==> src/rtl/regfile_dump_reader.sv <==
// Walks a register-file read port from FIRST_REG to LAST_REG and streams each
// word out over a valid/ready handshake, pulsing done after the last word.
module regfile_dump_reader #(
  parameter int FIRST_REG = 0,
  parameter int LAST_REG  = 31
) (
  input  logic        clk,
  input  logic        reset,
  input  logic        start,
  input  logic        abort,
  output logic [4:0]  rr_addr,
  input  logic [31:0] rr_data,
  output logic        out_valid,
  input  logic        out_ready,
  output logic [31:0] out_data,
  output logic [4:0]  out_index,
  output logic        busy,
  output logic        done
);

  localparam logic [4:0] FIRST_A = 5'(FIRST_REG);
  localparam logic [4:0] LAST_A  = 5'(LAST_REG);

  typedef enum logic [1:0] {
    S_IDLE = 2'd0,
    S_ADDR = 2'd1,
    S_SEND = 2'd2,
    S_DONE = 2'd3
  } state_t;

  state_t      r_state;
  state_t      w_next_state;
  logic        w_busy_nxt;
  logic        w_done_nxt;
  logic        r_busy;
  logic        r_done;
  logic [4:0]  r_rr_addr;
  logic        r_out_valid;
  logic [31:0] r_out_data;
  logic [4:0]  r_out_index;

  // State register; busy/done are registered from the next state
  always_ff @(posedge clk) begin
    if (reset) begin
      r_state <= S_IDLE;
      r_busy  <= 1'b0;
      r_done  <= 1'b0;
    end else begin
      r_state <= w_next_state;
      r_busy  <= w_busy_nxt;
      r_done  <= w_done_nxt;
    end
  end

  // Next-state logic; abort only matters while a word is being fetched or sent
  always_comb begin
    w_next_state = r_state;
    case (r_state)
      S_IDLE: begin
        if (start) begin
          w_next_state = S_ADDR;
        end else begin
          w_next_state = S_IDLE;
        end
      end
      S_ADDR: begin
        if (abort) begin
          w_next_state = S_IDLE;
        end else begin
          w_next_state = S_SEND;
        end
      end
      S_SEND: begin
        if (abort) begin
          w_next_state = S_IDLE;
        end else if (out_ready) begin
          if (r_out_index == LAST_A) begin
            w_next_state = S_DONE;
          end else begin
            w_next_state = S_ADDR;
          end
        end else begin
          w_next_state = S_SEND;
        end
      end
      S_DONE:  w_next_state = S_IDLE;
      default: w_next_state = S_IDLE;
    endcase
  end

  // Output decode of the upcoming state
  always_comb begin
    w_busy_nxt = 1'b0;
    w_done_nxt = 1'b0;
    case (w_next_state)
      S_IDLE: begin
        w_busy_nxt = 1'b0;
        w_done_nxt = 1'b0;
      end
      S_ADDR, S_SEND: begin
        w_busy_nxt = 1'b1;
        w_done_nxt = 1'b0;
      end
      S_DONE: begin
        w_busy_nxt = 1'b0;
        w_done_nxt = 1'b1;
      end
      default: begin
        w_busy_nxt = 1'b0;
        w_done_nxt = 1'b0;
      end
    endcase
  end

  // Address counter and output word; the counter stops at LAST_REG and never wraps
  always_ff @(posedge clk) begin
    if (reset) begin
      r_rr_addr   <= FIRST_A;
      r_out_valid <= 1'b0;
      r_out_data  <= 32'd0;
      r_out_index <= 5'd0;
    end else begin
      case (r_state)
        S_IDLE: begin
          r_rr_addr   <= FIRST_A;
          r_out_valid <= 1'b0;
        end
        S_ADDR: begin
          if (abort) begin
            r_rr_addr   <= FIRST_A;
            r_out_valid <= 1'b0;
          end else begin
            r_out_data  <= rr_data;
            r_out_index <= r_rr_addr;
            r_out_valid <= 1'b1;
          end
        end
        S_SEND: begin
          if (abort) begin
            r_rr_addr   <= FIRST_A;
            r_out_valid <= 1'b0;
          end else if (out_ready) begin
            r_out_valid <= 1'b0;
            if (r_out_index != LAST_A) begin
              r_rr_addr <= r_rr_addr + 5'd1;
            end else begin
              r_rr_addr <= r_rr_addr;
            end
          end else begin
            r_out_valid <= r_out_valid;
          end
        end
        S_DONE: begin
          r_rr_addr   <= FIRST_A;
          r_out_valid <= 1'b0;
        end
        default: begin
          r_rr_addr   <= FIRST_A;
          r_out_valid <= 1'b0;
        end
      endcase
    end
  end

  assign rr_addr   = r_rr_addr;
  assign out_valid = r_out_valid;
  assign out_data  = r_out_data;
  assign out_index = r_out_index;
  assign busy      = r_busy;
  assign done      = r_done;

endmodule

==> config.mk <==
export PLATFORM = sky130hd
export DESIGN_NAME = regfile_dump_reader
export DESIGN_NICKNAME = d
export VERILOG_FILES = /design/src/rtl/regfile_dump_reader.sv
export SDC_FILE = /design/constraint.sdc
export NUM_CORES = 1
export LEC_CHECK = 0
export ABC_AREA = 0
export CAP_MARGIN = 20
export CORE_MARGIN = 3
export CORE_UTILIZATION = 30
export DETAILED_ROUTE_END_ITERATION = 6
export HOLD_SLACK_MARGIN = 0.12
export SYNTH_ARGS = -nofsm -noshare
export SYNTH_HDL_FRONTEND = slang
export SYNTH_SLANG_ARGS = --single-unit
==> constraint.sdc <==
create_clock -name clk -period 1.2 [get_ports clk]
set_input_delay 0.18 -clock clk [delete_from_list [all_inputs] [get_ports clk]]
set_output_delay 0.18 -clock clk [all_outputs]
set_load 0.01 [all_outputs]
---- Word level (Yosys, flattened, before mapping) ----
Index checks and enable logic that the tools add are counted.
storage, ports and cells
  flip-flop bits (word level) ............. 47
  bits in latches ......................... 0
  bits in writable memories ............... 0
  ROM bits ................................ 0
  input bits .............................. 37
  output and inout bits ................... 45
  word-level logic and storage cells ...... 45
  memories ................................ 0
operators by class
  add/sub/neg operators ................... 1
  $mul .................................... 0
  divide/modulo/power cells ............... 0
  magnitude comparators ................... 0
  eq/ne operators ......................... 11
  shifts and indexed selects .............. 0
  mux-type cells .......................... 17
  bitwise logic cells ..................... 1
  reduce and logical (&&, ||, !) cells .... 8
operators with widths
  cell                   number
  $mux W5                4
  $pmux W5 S3            1
  $eq A2 B2 Y1 const B   4
  $mux W2                4
  $pmux W2 S4            1
  $ne A3 B3 Y1 const B   2
  $reduce_or A2 Y1       3
  $add A5 B1 Y5 const B  1
  $eq A5 B5 Y1 const B   1
  $ne A5 B5 Y1 const B   1
  $eq A2 B1 Y1 const B   2
  $logic_not A2 Y1       2
  $mux W1                4
  $pmux W1 S2            2
  $pmux W1 S3            1
  $reduce_and A3 Y1      1
  $reduce_or A3 Y1       1
  $ne A2 B2 Y1 const B   1
  $reduce_and A2 Y1      1
  $not A1 Y1             1

---- Logic depth before layout (Yosys ltp) ----
  word-level depth ........................ 8
  depth in mapped cells ................... 6
  gate-level depth less buffers ........... 6

---- Least setup slack after synthesis ----
No wires, ideal clock.
  path kind ............................... flip-flop to flip-flop
  start ................................... register r_out_index[0] (netlist: out_index[0])
  end ..................................... register r_busy (netlist: busy)
  setup time .............................. 0.128 ns
  arrival ................................. 1.267 ns
  slack ................................... -0.195 ns
  cell stages (with the launch flop) ...... 7
  path buffers ............................ 0
  cell sequence ........................... dfxtp_1 nand3_1 o21ai_0 nand2_1 a21oi_1 ha_1 nor2b_1
on the way
  cells in the longest elaborated chain, start to end .. 8
ends and longest elaborated chain
  item                                  RTL line  text
  from (decl)                           40        logic [4:0] r_out_index;
  from (signal assigned)                134       r_out_index <= r_rr_addr;
  $eq A5 B5 Y1 *                        77        if (r_out_index == LAST_A) begin
  $mux W2 *                             77
  $mux W2 *                             76        end else if (out_ready) begin
  $mux W2 *                             74        if (abort) begin
  $pmux W2 S4 *                         58        case (r_state)
  net w_next_state[1]                   32        state_t w_next_state;
  $eq A2 B2 Y1 (tied with other cells)  95        case (w_next_state)
  $reduce_or A2 Y1 (no line)            -
  $pmux W1 S2 *                         95
  net w_busy_nxt                        33        logic w_busy_nxt;
  to (signal assigned)                  50        r_busy <= w_busy_nxt;
  to (decl)                             35        logic r_busy;
Mark *: on every way through the listed nets, which the timed path passes. The rest lies on a longest branch.
A chain may end at the register's enable or synchronous reset.

---- Worst setup path after layout ----
  start ................................... register r_out_index[3] (netlist: out_index[3])
  end ..................................... register r_rr_addr[4] (netlist: rr_addr[4])
on the way
  cells in the longest elaborated chain, start to end .. 3
ends and longest elaborated chain
  item                         RTL line  text
  $ne A5 B5 Y1                 144       if (r_out_index != LAST_A) begin
  $ne A3 B3 Y1 (no line)       -
  $reduce_and A3 Y1 (no line)  -
  to (signal assigned)         145       r_rr_addr <= r_rr_addr + 5'd1;
  to (signal assigned)         147       r_rr_addr <= r_rr_addr;
  to (decl)                    37        logic [4:0] r_rr_addr;
Every way passes these cells.

==> impl_metrics.env <==
export IMPL_status="finished with violations"
export IMPL_failed_checks="negative setup slack"
export IMPL_reg2reg_setup_slack_ns=-0.11
export IMPL_worst_pin_slew_ns=0.292
export IMPL_area_delta_synth_final_pct=84.8
export IMPL_grt_pass1_vias=1704
export IMPL_antenna_found_initial=0
export IMPL_cts_clk_slew_worst_paths_ns=0.08
export IMPL_timing_final_crit_share=1.09
export IMPL_holdPathStages=4
export IMPL_hold_path_end="rr_addr[1]$_SDFFE_PP0P_"
export IMPL_period_minus_slack_ns=1.31
export IMPL_placeable_area_um2=5640
export IMPL_total_wire_length_after_detailed_routing_mm=6.11
export IMPL_ctsLongestPathBuffers=2
export IMPL_post_synth_num_cell_types=26
export IMPL_report_power_total_mw=3.14
export IMPL_worst_r2r_startpoint="out_index[3]$_SDFFE_PP0P_"
export IMPL_crit_type="register to register"
export IMPL_timing_critical_path_arrival_ns=1.49
export IMPL_syn_instance_count=213
export IMPL_grtUsageTotal=0.146
export IMPL_final_max_slew_violation_count=0
export IMPL_synthSimpleGateAreaFrac=0.246
export IMPL_crit_path_start_kind="register"
export IMPL_synthTopCellsByArea="sky130_fd_sc_hd__dfxtp_1 52%, sky130_fd_sc_hd__nand2_1 16%, sky130_fd_sc_hd__a21oi_1 12%, sky130_fd_sc_hd__buf_6 3.8%, sky130_fd_sc_hd__ha_1 1.4%"
export IMPL_fin_worst_hold_slack_ns=0.410
export IMPL_drt_antenna_violating_nets=0
export IMPL_die_area_um2=6940
export IMPL_dr_pass1_iters=4
export IMPL_vias_per_cell=4.71
export IMPL_cts_hold_buffers_added=0
export IMPL_synth_top_area_share=0.525
export IMPL_worst_setup_end_kind="register"
export IMPL_yosys_area_top_type="sky130_fd_sc_hd__dfxtp_1"
export IMPL_synth_xor_xnor_area_share=0
export IMPL_slew_headroom=0.805
export IMPL_yosys_cell_count_top_type="sky130_fd_sc_hd__nand2_1"
export IMPL_combinational_family_with_the_most_area_after_synthesis="simple AND/OR/NAND/NOR gates"
export IMPL_cap_viol_max_count=0
export IMPL_cts_htree_levels=2
export IMPL_power_density_cell_area_nw_per_um2=948
export IMPL_vdd_ir_drop_worst_uv=567
export IMPL_cts_root_buf="sky130_fd_sc_hd__clkbuf_8"
export IMPL_max_freq_mhz=762
export IMPL_placedInstanceArea_um2=2820
export IMPL_hold_fails_final_rpt=0
export IMPL_cp_cell_sequence="buf_6 > nand4b_1 > o221ai_4 > o211ai_1 > o31ai_4"
export IMPL_num_antenna_cells=0
export IMPL_floorplan_rows=27
export IMPL_worstSkewPairLatency_ns=0.30
export IMPL_yosys_mux_area_fraction=0
export IMPL_synth_seq_cells=47
export IMPL_cellLeakagePower_nw=1.43
export IMPL_power_switching_share=0.241
export IMPL_cts_tree="done"
export IMPL_start_util=0.318
export IMPL_synth_compound_area_share=0.163
export IMPL_port_buffers=81
export IMPL_synth_seq_area_share=0.525
export IMPL_internal_power_mw=2.38
export IMPL_power_share_clock=0.331
export IMPL_unrepaired_setup_endpoints_after_global_routing="true"
export IMPL_largest_net_degree_at_the_start_of_global_routing=25
export IMPL_seqPwrFrac=0.515
export IMPL_grt_first_pass_wirelength_mm=8.27
export IMPL_timing_final_ws_setup_ns=-0.112
export IMPL_residual_drc_count=0
export IMPL_dp_hpwl_mm=3.46
export IMPL_cpPeakStageDelay_ns=0.37
export IMPL_drt_first_iter_violations=54
export IMPL_worstHoldPathType="input pin to register"
export IMPL_layout_drive_gt1_share=0.337
export IMPL_tritoncts_num_buffers=5
export IMPL_synthesis_area_um2=1790
export IMPL_number_of_warnings_printed_during_yosys_synthesis=0
export IMPL_synth_top_cells_by_count="78 x sky130_fd_sc_hd__nand2_1, 47 x sky130_fd_sc_hd__dfxtp_1, 43 x sky130_fd_sc_hd__a21oi_1"
export IMPL_die_width_um=83.3
export IMPL_ioPinCount=82
export IMPL_synth_top_flop_cell="sky130_fd_sc_hd__dfxtp_1"
export IMPL_synth_edff_count=0
export IMPL_stdcell_area_um2=3310
export IMPL_crit_path_top_delay_cell="sky130_fd_sc_hd__dfxtp_4"
export IMPL_setup_violations=38
export IMPL_finClkSkew_ns=0.00239
export IMPL_synth_area_per_inst_um2=8.42
export IMPL_path_max_fanout=5
export IMPL_grt_remaining_overflow=0
export IMPL_num_vias=1901
export IMPL_die_height_um=83.3
export IMPL_async_reset_ff_frac=0
export IMPL_synth_fa_ha_area_frac=0.0140
export IMPL_r2r_end="rr_addr[4]$_SDFFE_PP0P_"
export IMPL_power_switching_mw=0.757
export IMPL_clock_sinks=47
export IMPL_fin_nets=370
export IMPL_ff2ff_path_depth=5
export IMPL_power_frac_comb=0.154
export IMPL_worst_ep_required_time_ns=1.38
export IMPL_synth_net_count=252
export IMPL_min_from="reset"
export IMPL_wl_per_cell_um=15.1
export IMPL_gp_routability_congestion=0.768
## cells in the final DEF (no fill, tap or decap), types with 2 or more instances in the layout
| cell | synthesis | final |
|---|---|---|
| sky130_fd_sc_hd__o211ai_1 | 2 | 2 |
| sky130_fd_sc_hd__nand2_4 | 0 | 11 |
| sky130_fd_sc_hd__nand2b_4 | 1 | 3 |
| sky130_fd_sc_hd__nor2_1 | 2 | 2 |
| sky130_fd_sc_hd__nand3b_1 | 2 | 2 |
| sky130_fd_sc_hd__dfxtp_1 | 47 | 37 |
| sky130_fd_sc_hd__clkbuf_8 | 0 | 7 |
| sky130_fd_sc_hd__buf_4 | 1 | 21 |
| sky130_fd_sc_hd__a21oi_2 | 0 | 15 |
| sky130_fd_sc_hd__nand2_1 | 78 | 61 |
| sky130_fd_sc_hd__nor2b_1 | 4 | 3 |
| sky130_fd_sc_hd__o21ai_1 | 0 | 2 |
| sky130_fd_sc_hd__nand3_1 | 4 | 2 |
| sky130_fd_sc_hd__buf_2 | 0 | 3 |
| sky130_fd_sc_hd__clkdlybuf4s50_1 | 0 | 33 |
| sky130_fd_sc_hd__clkbuf_2 | 1 | 3 |
| sky130_fd_sc_hd__buf_6 | 6 | 7 |
| sky130_fd_sc_hd__nand2b_1 | 3 | 2 |
| sky130_fd_sc_hd__dfxtp_4 | 0 | 5 |
| sky130_fd_sc_hd__a21oi_1 | 43 | 28 |
| sky130_fd_sc_hd__dfxtp_2 | 0 | 5 |
| sky130_fd_sc_hd__or2_4 | 1 | 8 |
| sky130_fd_sc_hd__dlygate4sd2_1 | 0 | 41 |
| sky130_fd_sc_hd__buf_8 | 0 | 4 |
| sky130_fd_sc_hd__nand2_2 | 0 | 6 |
| sky130_fd_sc_hd__clkbuf_16 | 0 | 2 |
## flip-flops by register name, summed over array words and instances (netlist names)
signal	count
out_index	5
out_valid	1
out_data	32
r_state	2
busy	1
done	1
rr_addr	5
## metal layers
| layer | wire length [um] | vias to the layer above | share of wire | track usage |
|---|---|---|---|---|
| met1 | 2730 | 880 | 0.45 | 0.173 |
| met4 | 58 | 0 | 0.0095 | 0.0401 |
| met3 | 474 | 5 | 0.078 | 0.0595 |
| met2 | 2840 | 66 | 0.47 | 0.245 |
| li1 | - | 950 | - | - |
| met5 | 0 | - | 0 | 0 |
## layout make-up
type                    instances  area [um^2]
clock buffers                   8          100
fillers                       521         2330
flip-flops and latches         47          966
multi-input cells             161         1060
repair buffers                116         1100
well taps                      72         90.1
## power groups by stage
| stage | logic [mW] | clock network (mW) | registers (mW) |
|---|---|---|---|
| after global routing | 0.521 | 1.13 | 1.62 |
| after global placement | 0.384 | 0 | 1.66 |
| after CTS | 0.371 | 1.07 | 1.62 |
| after floorplan | 0.136 | 0 | 1.68 |
| final | 0.485 | 1.04 | 1.62 |
| after detailed placement | 0.384 | 0 | 1.66 |
## what timing repair did
action                                  4_1_cts  5_1_grt
gates cloned                                  1        9
pin swaps                                     5       44
hold endpoints to repair                      0        0
setup buffers                                 3        4
gates resized for setup                      76       72
endpoints found under the setup margin       88       48
## worst max-delay path by stage
stage                         startpoint                        end  cells past startpoint  slack (ns)
6_report       out_index[3]$_SDFFE_PP0P_    rr_addr[4]$_SDFFE_PP0P_                      5       -0.11
5_1_grt            r_state[1]$_SDFF_PP0_  out_index[2]$_SDFFE_PP0P_                      6       -0.17
4_1_cts        out_index[1]$_SDFFE_PP0P_            busy$_SDFF_PP0_                      6       -0.12
3_5_place_dp                       abort    rr_addr[4]$_SDFFE_PP0P_                      4       -0.39
3_3_place_gp                   out_ready            busy$_SDFF_PP0_                      5       -0.34
2_1_floorplan  out_index[1]$_SDFFE_PP0P_            busy$_SDFF_PP0_                      6       -0.06
## per-stage QoR
step | setup TNS, ns | setup WS, ns | util | instances
2_1_floorplan | -0.0613 | -0.0613 | - | 213
3_5_place_dp | -14.67 | -0.386 | 0.499 | 379
3_3_place_gp | -14.31 | -0.344 | 0.499 | 379
6_report | -2.44 | -0.112 | 0.587 | 404
5_1_grt | -4.99 | -0.174 | 0.587 | 404
4_1_cts | -0.190 | -0.125 | 0.525 | 391
## critical path: cells and delay by family, from the launching register on
family	cells	cell delay, ns
buffers and inverters	1	0.11
flip-flops	1	0.37
AND/OR/NAND/NOR	1	0.14
AO/OA/AOI/OAI	3	0.58
## cells by family after synthesis
group                    Yosys count
AO/OA/AOI/OAI                     52
flip-flops                        47
buffers and inverters             12
AND/OR/NAND/NOR                  100
adder cells (fa/ha/maj)            2
No activity file was read; power rests on OpenSTA's default activity.
